$ cat config.mk
export PLATFORM = sky130hd
export DESIGN_NAME = graphics_draw_control
export DESIGN_NICKNAME = d
export VERILOG_FILES = /design/src/rtl/graphics_draw_control.sv
export SDC_FILE = /design/constraint.sdc
export NUM_CORES = 1
export LEC_CHECK = 0
export BUFFER_PORTS_ARGS = -buffer_cell sky130_fd_sc_hd__buf_4
export CORE_MARGIN = 3
export CORE_UTILIZATION = 45
export CTS_BUF_LIST = sky130_fd_sc_hd__clkbuf_4 sky130_fd_sc_hd__clkbuf_8
export DETAILED_ROUTE_END_ITERATION = 16
export PLACE_DENSITY = 0.63
export SYNTH_ARGS = -nofsm -noshare
export SYNTH_HDL_FRONTEND = slang
export SYNTH_SLANG_ARGS = --single-unit
$ cat constraint.sdc
create_clock -name clock -period 5.4 [get_ports clock]
set_clock_uncertainty 0.2 [all_clocks]
set_input_delay 1.08 -clock clock [delete_from_list [all_inputs] [get_ports clock]]
set_output_delay 1.08 -clock clock [all_outputs]
set_load 0.02 [all_outputs]
$ cat src/rtl/graphics_draw_control.sv
// graphics_draw_control
// Sequences one 8x8 block-draw command at a time into graphics_datapath and
// strobes the VGA adapter's plot input so that exactly 64 pixels are written.
// A flash command draws the block white first, holds for FLASH_HOLD cycles,
// and then redraws the block in its real colour.
//
// Ports
//   clock, reset        : system clock, synchronous active-high reset
//   req_valid/req_ready : command handshake (ready only while idle)
//   req_x, req_y        : block origin
//   req_colour          : block colour
//   req_flash           : 1 = flash-then-draw command
//   dp_load/dp_enable   : datapath register load / counter enable
//   dp_flash            : datapath white-override for the first pass
//   dp_x/dp_y/dp_colour : latched command, presented to the datapath
//   plot                : VGA adapter write enable
//   busy                : command in progress
//   done                : one-cycle pulse on command completion
module graphics_draw_control #(
  parameter logic [23:0] FLASH_HOLD = 24'd12_500_000
) (
  input  logic       clock,
  input  logic       reset,
  input  logic       req_valid,
  output logic       req_ready,
  input  logic [7:0] req_x,
  input  logic [7:0] req_y,
  input  logic [2:0] req_colour,
  input  logic       req_flash,
  output logic       dp_load,
  output logic       dp_enable,
  output logic       dp_flash,
  output logic [7:0] dp_x,
  output logic [7:0] dp_y,
  output logic [2:0] dp_colour,
  output logic       plot,
  output logic       busy,
  output logic       done
);

  localparam int unsigned PC_W = 6;
  localparam int unsigned HC_W = 24;

  typedef enum logic [2:0] {
    IDLE = 3'd0,
    LOAD = 3'd1,
    DRAW = 3'd2,
    HOLD = 3'd3,
    DONE = 3'd4
  } state_t;

  state_t          state;
  logic [PC_W-1:0] pc;
  logic [HC_W-1:0] hc;
  logic            ph;
  logic            cmd_flash;

  // Moore output pattern of a state: {load, enable, flash, plot, busy, done}.
  // Loaded alongside the state so the registered outputs track the state.
  function automatic logic [5:0] strobes(input state_t s, input logic white);
    case (s)
      LOAD:    strobes = {1'b1, 1'b1, white, 1'b0, 1'b1, 1'b0};
      DRAW:    strobes = 6'b010110;
      HOLD:    strobes = 6'b000010;
      DONE:    strobes = 6'b000011;
      default: strobes = 6'b000000;
    endcase
  endfunction

  // Ready is the only combinational output; it drops while reset is held.
  assign req_ready = (state == IDLE) && !reset;

  // Sequencer state, counters, command register and registered outputs.
  always_ff @(posedge clock) begin
    if (reset) begin
      state     <= IDLE;
      pc        <= '0;
      hc        <= '0;
      ph        <= 1'b0;
      cmd_flash <= 1'b0;
      dp_x      <= '0;
      dp_y      <= '0;
      dp_colour <= '0;
      {dp_load, dp_enable, dp_flash, plot, busy, done} <= 6'b000000;
    end else begin
      case (state)
        IDLE: begin
          if (req_valid) begin
            dp_x      <= req_x;
            dp_y      <= req_y;
            dp_colour <= req_colour;
            cmd_flash <= req_flash;
            ph        <= 1'b0;
            state     <= LOAD;
            {dp_load, dp_enable, dp_flash, plot, busy, done} <= strobes(LOAD, req_flash);
          end
        end
        LOAD: begin
          pc    <= '0;
          state <= DRAW;
          {dp_load, dp_enable, dp_flash, plot, busy, done} <= strobes(DRAW, 1'b0);
        end
        DRAW: begin
          pc <= pc + PC_W'(1);
          if (pc == PC_W'(63)) begin
            // Only the white pass of a flash command is followed by a hold.
            if (cmd_flash && !ph) begin
              hc    <= '0;
              state <= HOLD;
              {dp_load, dp_enable, dp_flash, plot, busy, done} <= strobes(HOLD, 1'b0);
            end else begin
              state <= DONE;
              {dp_load, dp_enable, dp_flash, plot, busy, done} <= strobes(DONE, 1'b0);
            end
          end
        end
        HOLD: begin
          if (hc == FLASH_HOLD - HC_W'(1)) begin
            // Redraw pass: ph=1 so the reload carries the true colour.
            ph    <= 1'b1;
            state <= LOAD;
            {dp_load, dp_enable, dp_flash, plot, busy, done} <= strobes(LOAD, 1'b0);
          end else begin
            hc <= hc + HC_W'(1);
          end
        end
        DONE: begin
          state <= IDLE;
          {dp_load, dp_enable, dp_flash, plot, busy, done} <= strobes(IDLE, 1'b0);
        end
        default: begin
          state <= IDLE;
          {dp_load, dp_enable, dp_flash, plot, busy, done} <= 6'b000000;
        end
      endcase
    end
  end

endmodule
==> impl_metrics.prom, run 1 <==
# TYPE chip_impl_metric gauge
chip_impl_metric{name="vias_per_cell",unit=""} 5.55
chip_impl_metric{name="total_leakage_power",unit="nW"} 1.34
chip_impl_metric{name="nets",unit=""} 422
chip_impl_metric{name="overflow",unit=""} 0
chip_impl_info{name="primary_flip_flop_cell_chosen_by_synthesis_mapping",value="sky130_fd_sc_hd__dfxtp_1"} 1
chip_impl_info{name="regToRegStartpoint",value="state[0]"} 1
chip_impl_metric{name="drtPass1Iterations",unit=""} 4
chip_impl_metric{name="ctsHtreeMaxLevel",unit=""} 3
chip_impl_metric{name="numCtsBuffers",unit=""} 9
chip_impl_metric{name="synth.lib_cells_used.distinct",unit=""} 58
chip_impl_metric{name="post_synth_inst_count",unit=""} 358
chip_impl_info{name="critical_path.startpoint_type",value="input pin"} 1
chip_impl_metric{name="hold_viol_final",unit=""} 0
chip_impl_info{name="status",value="finished, final reports clean"} 1
chip_impl_metric{name="ys_seq_area_share",unit="%"} 41.9
chip_impl_metric{name="worst_skew_pair.late_latency",unit="ns"} 0.32
chip_impl_metric{name="post-cts-setup-buffer-count",unit=""} 0
chip_impl_metric{name="fmaxAchievable",unit="GHz"} 0.334
chip_impl_metric{name="final_report_setup_violation_count",unit=""} 0
chip_impl_info{name="tritoncts",value="yes"} 1
chip_impl_metric{name="tightestPinTransition",unit="ns"} 0.819
chip_impl_metric{name="post_detailed_placement_half_perimeter_wirelength",unit="mm"} 4.56
chip_impl_metric{name="drt_wl_total",unit="mm"} 6.66
chip_impl_metric{name="finalInstanceArea",unit="um^2"} 3450
chip_impl_metric{name="fillers",unit=""} 586
chip_impl_metric{name="ctsResizeCount",unit=""} 0
chip_impl_metric{name="last_weighted_congestion_value_of_the_routability_driven_placer",unit=""} 0.785
chip_impl_metric{name="grt_antenna_before_repair",unit=""} 0
chip_impl_metric{name="grtUsageTotal",unit="%"} 19.1
chip_impl_metric{name="chipHeight",unit="um"} 85.8
chip_impl_metric{name="power-per-cell-area",unit="nW/um^2"} 297
chip_impl_info{name="setup_repair_after_global_routing_missed_its_margin",value="false"} 1
chip_impl_metric{name="timing.critical_path.arrival",unit="ns"} 1.71
chip_impl_info{name="worstSetupPathType",value="in2out"} 1
chip_impl_metric{name="timing.slew.headroom",unit="%"} 45.3
chip_impl_info{name="cell_type_with_the_highest_occurrence_count_on_the_critical_path",value="sky130_fd_sc_hd__buf_4"} 1
chip_impl_metric{name="path_clk_slew",unit="ns"} 0.06
chip_impl_metric{name="ioPinCount",unit=""} 49
chip_impl_metric{name="drt.antenna.violating_nets",unit=""} 0
chip_impl_metric{name="max_stage_delay",unit="ns"} 0.34
chip_impl_metric{name="rows",unit=""} 28
chip_impl_metric{name="dr_total_vias",unit=""} 2646
chip_impl_metric{name="maxSlewViolCount",unit=""} 0
chip_impl_metric{name="final_util",unit="%"} 57.0
chip_impl_metric{name="postSynthRegisterBits",unit=""} 60
chip_impl_metric{name="place.port_buffers",unit=""} 48
chip_impl_info{name="cts_root_buffer",value="sky130_fd_sc_hd__clkbuf_8"} 1
chip_impl_metric{name="pin_count_of_the_biggest_net_entering_global_routing",unit=""} 38
chip_impl_metric{name="initial_utilization",unit="%"} 47.3
chip_impl_metric{name="detailed_place.area",unit="um^2"} 3230
chip_impl_metric{name="detail_route.drc_violations",unit=""} 0
chip_impl_metric{name="synth_warnings",unit=""} 0
chip_impl_metric{name="finalWorstPathRequiredPeriod",unit="ns"} 2.99
chip_impl_metric{name="final.setup.tns",unit="ns"} 0
chip_impl_metric{name="clk_path_buf_depth",unit=""} 2
chip_impl_info{name="worstPathCellList",value="buf_4 > nor3_1 > buf_4"} 1
chip_impl_metric{name="post-route-period-util",unit="%"} 55.4
chip_impl_metric{name="global_route_wire_length_before_repair",unit="mm"} 11.5
chip_impl_metric{name="postSynthAreaPerCell",unit="um^2"} 8.01
chip_impl_metric{name="critPathMaxFanout",unit=""} 37
chip_impl_info{name="holdCritPathClass",value="reg2reg"} 1
chip_impl_metric{name="design.core.area",unit="um^2"} 6060
chip_impl_metric{name="synth-async-reset-ratio",unit="%"} 0
chip_impl_metric{name="vdd_ir_drop_max",unit="mV"} 0.208
chip_impl_metric{name="syn_area",unit="um^2"} 2870
chip_impl_metric{name="drt-wirelength-per-cell",unit="um"} 14.0
chip_impl_metric{name="via_count_of_the_first_global_routing_pass",unit=""} 2442
chip_impl_metric{name="synth_edf_count",unit=""} 0
chip_impl_metric{name="drive_above_1_share",unit="%"} 20.1
chip_impl_info{name="hp-start",value="plot"} 1
chip_impl_metric{name="worst-endpoint-required",unit="ns"} 4.12
chip_impl_metric{name="dr.first_iter.drc_count",unit=""} 188
chip_impl_metric{name="floorplan.die_area",unit="um^2"} 7370
chip_impl_metric{name="power.total",unit="mW"} 1.02
chip_impl_metric{name="cts_hold_buf",unit=""} 0
chip_impl_info{name="slowest_stage",value="sky130_fd_sc_hd__buf_4"} 1
chip_impl_metric{name="layout_overhead_on_the_synthesized_area",unit="%"} 20.3
chip_impl_info{name="timing.critical_path.from",value="reset"} 1
chip_impl_metric{name="clock-sinks",unit=""} 60
chip_impl_metric{name="antennaDiodeCount",unit=""} 0
chip_impl_info{name="cp-end-kind",value="primary output"} 1
chip_impl_metric{name="cap_viol_max_count",unit=""} 0
chip_impl_metric{name="fp.dieW",unit="um"} 85.8
chip_impl_metric{name="synthesis.nets",unit=""} 383
==> per-stage QoR <==
stage          hold WS [ns]  setup slack [ns]  instances
6_report              0.254              2.41        477
5_1_grt               0.293              2.29        477
4_1_cts               0.260              2.40        477
3_5_place_dp          0.250              2.40        461
3_3_place_gp          0.243              2.40        461
2_1_floorplan         0.232              2.35        358
==> report_power, final <==
group | internal [mW] | total (mW) | switching [mW] | leakage [nW]
registers | 0.458 | 0.473 | 0.0150 | 0.488
clock network | 0.275 | 0.444 | 0.169 | 0.116
logic | 0.0455 | 0.107 | 0.0615 | 0.733
total | 0.779 | 1.02 | 0.245 | 1.34
==> kinds of logic after synthesis <==
group | share of synthesized area [%]
AOI/OAI and AO/OA | 23.2
and+or+nand+nor | 29.0
xor gates and xnor gates | 0.611
adders and majority gates | 0.872
DFF | 41.9
buffers and inverters | 3.97
muxes | 0.392
==> layer usage <==
| layer | vias up | track usage, % | wire length, um | part of all wire [%] |
|---|---|---|---|---|
| li1 | 1372 | - | - | - |
| met1 | 1185 | 27.0 | 3310 | 50 |
| met2 | 82 | 28.6 | 2890 | 43 |
| met3 | 7 | 3.94 | 405 | 6.1 |
| met4 | 0 | 7.19 | 62 | 0.93 |
| met5 | - | 0 | 0 | 0 |
==> worst paths after layout <==
check / endpoint / slack (ns) / depth (start not counted)
max reg2reg: hc[22] / 2.59 / 6
min reg2reg: plot / 0.25 / 2
min: plot / 0.25 / 2
max: req_ready / 2.41 / 3
==> cell usage in the layout (no fill, tap or decap), drive strengths merged, types with 5 or more instances in the layout <==
cell,netlist,layout
nor2,20,20
nand2,73,73
o21ai,19,19
dfxtp,60,60
a31oi,17,17
clkbuf,14,11
a41oi,5,5
a21oi,44,44
nor3,5,5
buf,8,50
and3,9,9
and2,5,5
nand3,17,17
nand4,6,6
==> Yosys cell counts (2+ instances only) <==
library cell	instances	share of area, %
sky130_fd_sc_hd__buf_6	2	0.78
sky130_fd_sc_hd__buf_2	4	0.70
sky130_fd_sc_hd__nand3_1	17	3.0
sky130_fd_sc_hd__and2_1	3	0.65
sky130_fd_sc_hd__o21ai_0	19	3.3
sky130_fd_sc_hd__o211ai_1	3	0.78
sky130_fd_sc_hd__xnor2_1	2	0.61
sky130_fd_sc_hd__ha_1	2	0.87
sky130_fd_sc_hd__and3_1	8	1.7
sky130_fd_sc_hd__o31a_1	2	0.61
sky130_fd_sc_hd__inv_1	2	0.26
sky130_fd_sc_hd__nor2b_1	3	0.65
sky130_fd_sc_hd__nor3_1	5	0.87
sky130_fd_sc_hd__a21oi_1	44	7.7
sky130_fd_sc_hd__nor3b_1	2	0.52
sky130_fd_sc_hd__nand4_1	5	1.1
sky130_fd_sc_hd__and2_2	2	0.52
sky130_fd_sc_hd__nand3b_1	3	0.78
sky130_fd_sc_hd__a22o_1	2	0.61
sky130_fd_sc_hd__nor2_1	19	2.5
sky130_fd_sc_hd__nand2_1	72	9.4
sky130_fd_sc_hd__or4_1	2	0.52
sky130_fd_sc_hd__clkbuf_1	14	1.8
sky130_fd_sc_hd__dfxtp_1	60	42
sky130_fd_sc_hd__a31oi_1	17	3.7
sky130_fd_sc_hd__a211o_1	3	0.92
sky130_fd_sc_hd__and4_1	2	0.61
sky130_fd_sc_hd__a41oi_1	5	1.5
sky130_fd_sc_hd__or3_1	2	0.44
sky130_fd_sc_hd__nand2b_1	3	0.65
sky130_fd_sc_hd__a221o_1	2	0.70
==> worst max-delay path, delay by kind of cell <==
kind,cells,cell delay (ns)
buffers and inverters,2,0.53
and+or+nand+nor,1,0.09
==> state kept, by name, indices dropped and copies added, names as in the netlist <==
name       count
cmd_flash      1
dp_load        1
busy           1
dp_y           8
dp_colour      3
done           1
hc            24
ph             1
dp_flash       1
dp_enable      1
pc             6
dp_x           8
state          3
plot           1
==> cell type report <==
cell class	instances	area [um^2]	share of cell area, %
Timing Repair Buffer	50	375	10.9
Inverter	2	7.51	0.217
Clock buffer	11	145	4.20
Clock inverter	5	75.1	2.17
Tap cell	75	93.8	2.72
Multi-Input combinational cell	274	1550	45.0
Sequential cell	60	1200	34.8
No activity file was read; power rests on OpenSTA's default activity.
==> run 2: changes to the inputs <==
Settings changed: ABC_AREA from default to 1.
Clock period 5.4 ns to 3.1 ns, I/O delays scaled along.
==> run 2 against run 1 <==
Effect of this change: final cell count up 30%; sequential share of layout area down 3.2 points; first-iteration DRC count down 40%; total power rose to 2.9 times the previous value; core utilization up 0.55 points; non-clock buffer count unchanged; clock-buffer cell count up 2; area after synthesis up 11%; sequential cell count unchanged; critical path type is now reg2reg; synthesized cell count up 33%.
==> impl_metrics.prom, run 2 <==
# TYPE chip_impl_metric gauge
chip_impl_metric{name="post-synth-top-area-fraction",unit="%"} 37.9
chip_impl_info{name="tritoncts",value="yes"} 1
chip_impl_metric{name="maxSlewViolCount",unit=""} 0
chip_impl_metric{name="hold_viol_final",unit=""} 0
chip_impl_metric{name="post_detailed_placement_half_perimeter_wirelength",unit="mm"} 5.18
chip_impl_metric{name="finalWorstPathRequiredPeriod",unit="ns"} 2.15
chip_impl_metric{name="worst-endpoint-required",unit="ns"} 3.12
chip_impl_metric{name="synth_edf_count",unit=""} 0
chip_impl_metric{name="fillers",unit=""} 666
chip_impl_metric{name="fmaxAchievable",unit="GHz"} 0.465
chip_impl_metric{name="vias_per_cell",unit=""} 4.84
chip_impl_metric{name="share_clk_of_total_power",unit="%"} 28.1
chip_impl_metric{name="post-route-period-util",unit="%"} 69.4
chip_impl_metric{name="path_clk_slew",unit="ns"} 0.07
chip_impl_metric{name="regArea",unit="um^2"} 1200
chip_impl_metric{name="drive_above_1_share",unit="%"} 21.5
chip_impl_metric{name="ctsHtreeMaxLevel",unit=""} 3
chip_impl_metric{name="global_route_wire_length_before_repair",unit="mm"} 12.8
chip_impl_info{name="setup_repair_after_global_routing_missed_its_margin",value="false"} 1
chip_impl_metric{name="power.total",unit="mW"} 2.92
chip_impl_metric{name="switching_fraction",unit="%"} 38.0
chip_impl_metric{name="drt.antenna.violating_nets",unit=""} 0
chip_impl_metric{name="multiInputGateArea",unit="um^2"} 1720
chip_impl_metric{name="ctsResizeCount",unit=""} 0
chip_impl_info{name="most-common-layout-cells",value="sky130_fd_sc_hd__nand2_1, sky130_fd_sc_hd__nor2_1, sky130_fd_sc_hd__dfxtp_1"} 1
chip_impl_info{name="primary_flip_flop_cell_chosen_by_synthesis_mapping",value="sky130_fd_sc_hd__dfxtp_1"} 1
chip_impl_metric{name="dp_slack",unit="ns"} 0.869
chip_impl_metric{name="worst_skew_pair.late_latency",unit="ns"} 0.33
chip_impl_info{name="slowest_stage",value="sky130_fd_sc_hd__dfxtp_1"} 1
chip_impl_metric{name="place.port_buffers",unit=""} 48
chip_impl_metric{name="design.core.area",unit="um^2"} 6600
chip_impl_metric{name="last_weighted_congestion_value_of_the_routability_driven_placer",unit=""} 0.840
chip_impl_metric{name="drt_wl_total",unit="mm"} 7.36
chip_impl_metric{name="vdd_ir_drop_max",unit="mV"} 0.474
chip_impl_metric{name="ys_seq_area_share",unit="%"} 37.9
chip_impl_info{name="mostFrequentLayoutCell",value="sky130_fd_sc_hd__nand2_1"} 1
chip_impl_info{name="holdCritPathClass",value="reg2reg"} 1
chip_impl_metric{name="final_report_setup_violation_count",unit=""} 0
chip_impl_metric{name="ioPinCount",unit=""} 49
chip_impl_info{name="largest-register",value="hc"} 1
chip_impl_info{name="worstPathCellList",value="ha_1 > nand3_1 > nor2_1 > nand3_1 > nand2_2 > nand2_4 > nand2_8 > inv_1 > nor2_1 > nor2_1"} 1
chip_impl_metric{name="timing.critical_path.arrival",unit="ns"} 2.17
chip_impl_info{name="crit-reg2reg-capture",value="hc[17]"} 1
chip_impl_metric{name="overflow",unit=""} 0
chip_impl_info{name="cts_root_buffer",value="sky130_fd_sc_hd__clkbuf_8"} 1
chip_impl_metric{name="synth-compound-area-share",unit="%"} 13.1
chip_impl_metric{name="rows",unit=""} 29
chip_impl_metric{name="power_report.internal_total",unit="mW"} 1.81
chip_impl_metric{name="synthesis.nets",unit=""} 501
chip_impl_metric{name="floorplan.die_area",unit="um^2"} 8090
chip_impl_metric{name="switchingPower",unit="mW"} 1.11
chip_impl_metric{name="via_count_of_the_first_global_routing_pass",unit=""} 2866
chip_impl_metric{name="syn_area",unit="um^2"} 3170
chip_impl_metric{name="cts_hold_buf",unit=""} 0
chip_impl_metric{name="detail_route.drc_violations",unit=""} 0
chip_impl_metric{name="drt-wirelength-per-cell",unit="um"} 11.9
chip_impl_metric{name="worst-r2r-setup-slack",unit="ns"} 0.95
chip_impl_metric{name="synth_warnings",unit=""} 0
chip_impl_info{name="status",value="finished, final reports clean"} 1
chip_impl_metric{name="fp.dieW",unit="um"} 90.0
chip_impl_info{name="most_frequent_cell_after_synthesis",value="sky130_fd_sc_hd__nand2_1"} 1
chip_impl_metric{name="antennaDiodeCount",unit=""} 0
chip_impl_metric{name="share_comb_of_total_power",unit="%"} 35.6
chip_impl_metric{name="critPathMaxFanout",unit=""} 23
chip_impl_metric{name="setup_slack",unit="ns"} 0.950
chip_impl_metric{name="synth.lib_cells_used.distinct",unit=""} 32
chip_impl_metric{name="grtUsageTotal",unit="%"} 18.9
chip_impl_metric{name="clk_path_buf_depth",unit=""} 2
chip_impl_metric{name="initial_utilization",unit="%"} 48.0
chip_impl_metric{name="yosys.area_share.adder",unit="%"} 0.789
chip_impl_metric{name="chipHeight",unit="um"} 90.0
chip_impl_metric{name="final.setup.tns",unit="ns"} 0
chip_impl_metric{name="worst_hold_slack",unit="ns"} 0.266
chip_impl_metric{name="power-per-cell-area",unit="nW/um^2"} 769
chip_impl_info{name="synthTopCellsByArea",value="sky130_fd_sc_hd__dfxtp_1, sky130_fd_sc_hd__nand2_1, sky130_fd_sc_hd__nor2_1"} 1
chip_impl_metric{name="drtPass1Iterations",unit=""} 4
chip_impl_metric{name="total_leakage_power",unit="nW"} 1.53
chip_impl_metric{name="rr_worst_depth",unit=""} 10
chip_impl_metric{name="timing.slew.headroom",unit="%"} 39.8
chip_impl_metric{name="dr.first_iter.drc_count",unit=""} 112
chip_impl_metric{name="post_synth_inst_count",unit=""} 476
chip_impl_metric{name="grt_antenna_before_repair",unit=""} 0
chip_impl_metric{name="synth_mux_area_share",unit="%"} 0
chip_impl_info{name="main_combinational_cell_family_by_area_after_synthesis",value="simple AND/OR/NAND/NOR gates"} 1
chip_impl_metric{name="postSynthAreaPerCell",unit="um^2"} 6.66
chip_impl_info{name="critical_path.startpoint_type",value="flip-flop"} 1
chip_impl_info{name="critPathCapture",value="hc[17]"} 1
chip_impl_metric{name="pin_count_of_the_biggest_net_entering_global_routing",unit=""} 35
chip_impl_metric{name="numCtsBuffers",unit=""} 9
chip_impl_metric{name="max_stage_delay",unit="ns"} 0.39
chip_impl_metric{name="clock-sinks",unit=""} 60
chip_impl_info{name="timing.critical_path.from",value="hc[1]"} 1
chip_impl_metric{name="post-cts-setup-buffer-count",unit=""} 0
chip_impl_metric{name="synth_xor_xnor_area_share",unit="%"} 0.276
chip_impl_metric{name="seq_power_share",unit="%"} 36.2
chip_impl_info{name="cp-end-kind",value="flip-flop"} 1
chip_impl_info{name="regToRegStartpoint",value="hc[1]"} 1
chip_impl_metric{name="tightestPinTransition",unit="ns"} 0.902
chip_impl_metric{name="synth-async-reset-ratio",unit="%"} 0
chip_impl_info{name="cell_type_with_the_highest_occurrence_count_on_the_critical_path",value="sky130_fd_sc_hd__nor2_1"} 1
chip_impl_metric{name="largest_register_ff_count",unit=""} 24
chip_impl_info{name="synth.cells.most_frequent",value="sky130_fd_sc_hd__nand2_1, sky130_fd_sc_hd__nor2_1, sky130_fd_sc_hd__dfxtp_1"} 1
chip_impl_metric{name="cap_viol_max_count",unit=""} 0
chip_impl_info{name="largest_registers",value="hc (24), dp_x (8), dp_y (8)"} 1
chip_impl_metric{name="layout_overhead_on_the_synthesized_area",unit="%"} 19.7
chip_impl_metric{name="nets",unit=""} 546
chip_impl_metric{name="dr_total_vias",unit=""} 2994
chip_impl_metric{name="synthSimpleGateAreaFrac",unit="%"} 40.0
chip_impl_info{name="worstSetupPathType",value="reg2reg"} 1
chip_impl_metric{name="postSynthRegisterBits",unit=""} 60
chip_impl_info{name="synthDominantAreaCellType",value="sky130_fd_sc_hd__dfxtp_1"} 1
## run 2: cell type report
class,count,area share [%]
clock buffers,13,4.38
clock inverters,3,1.81
inverters,41,4.05
well taps,93,3.06
multi-input cells,359,45.2
repair buffers,50,9.88
flip-flops and latches,60,31.6
## run 2: worst min path at each step
stage                     slack, ns  startpoint  cells past startpoint        end
after global placement         0.25   cmd_flash                      2  cmd_flash
after floorplan                0.24   cmd_flash                      2  cmd_flash
final                          0.27        plot                      2       plot
after detailed placement       0.26    dp_flash                      2   dp_flash
after global routing           0.30        plot                      2       plot
after CTS                      0.27   cmd_flash                      2  cmd_flash
## run 2: critical path, delay by kind of cell (launching register included)
kind / cells / cell delay, ns
flip-flops: 1 / 0.39
buffers and inverters: 1 / 0.12
AND/OR/NAND/NOR: 8 / 1.11
adder cells (fa/ha/maj): 1 / 0.23
## run 2: power groups by stage
stage	clock network [mW]	logic (mW)	registers, mW
after floorplan	0	0.664	1.17
after global placement	0	1.04	1.07
after detailed placement	0	1.05	1.07
after CTS	0.845	1.06	1.06
after global routing	0.871	1.17	1.08
final	0.821	1.04	1.06
## run 2: cells by family (layout without fill, tap and decap cells)
family	after synthesis	in the layout
flops	60	60
xor+xnor	1	1
buf+inv	57	107
simple gates	290	290
fa+ha+maj	2	2
compound gates	66	66
## run 2: metrics by stage
stage	cells	utilization [%]	area, um^2
after detailed placement	603	53.9	3560
after global routing	619	57.5	3800
after floorplan	476	-	3170
after global placement	603	53.9	3560
final	619	57.5	3800
after CTS	619	57.5	3800
## run 2: routing by layer
layer	track usage (%)	vias to the layer above	share of wire (%)
met1	23.2	1327	47
met3	5.93	2	4.8
met5	0	-	0
met4	4.72	0	0.34
met2	32.3	51	48
li1	-	1614	-
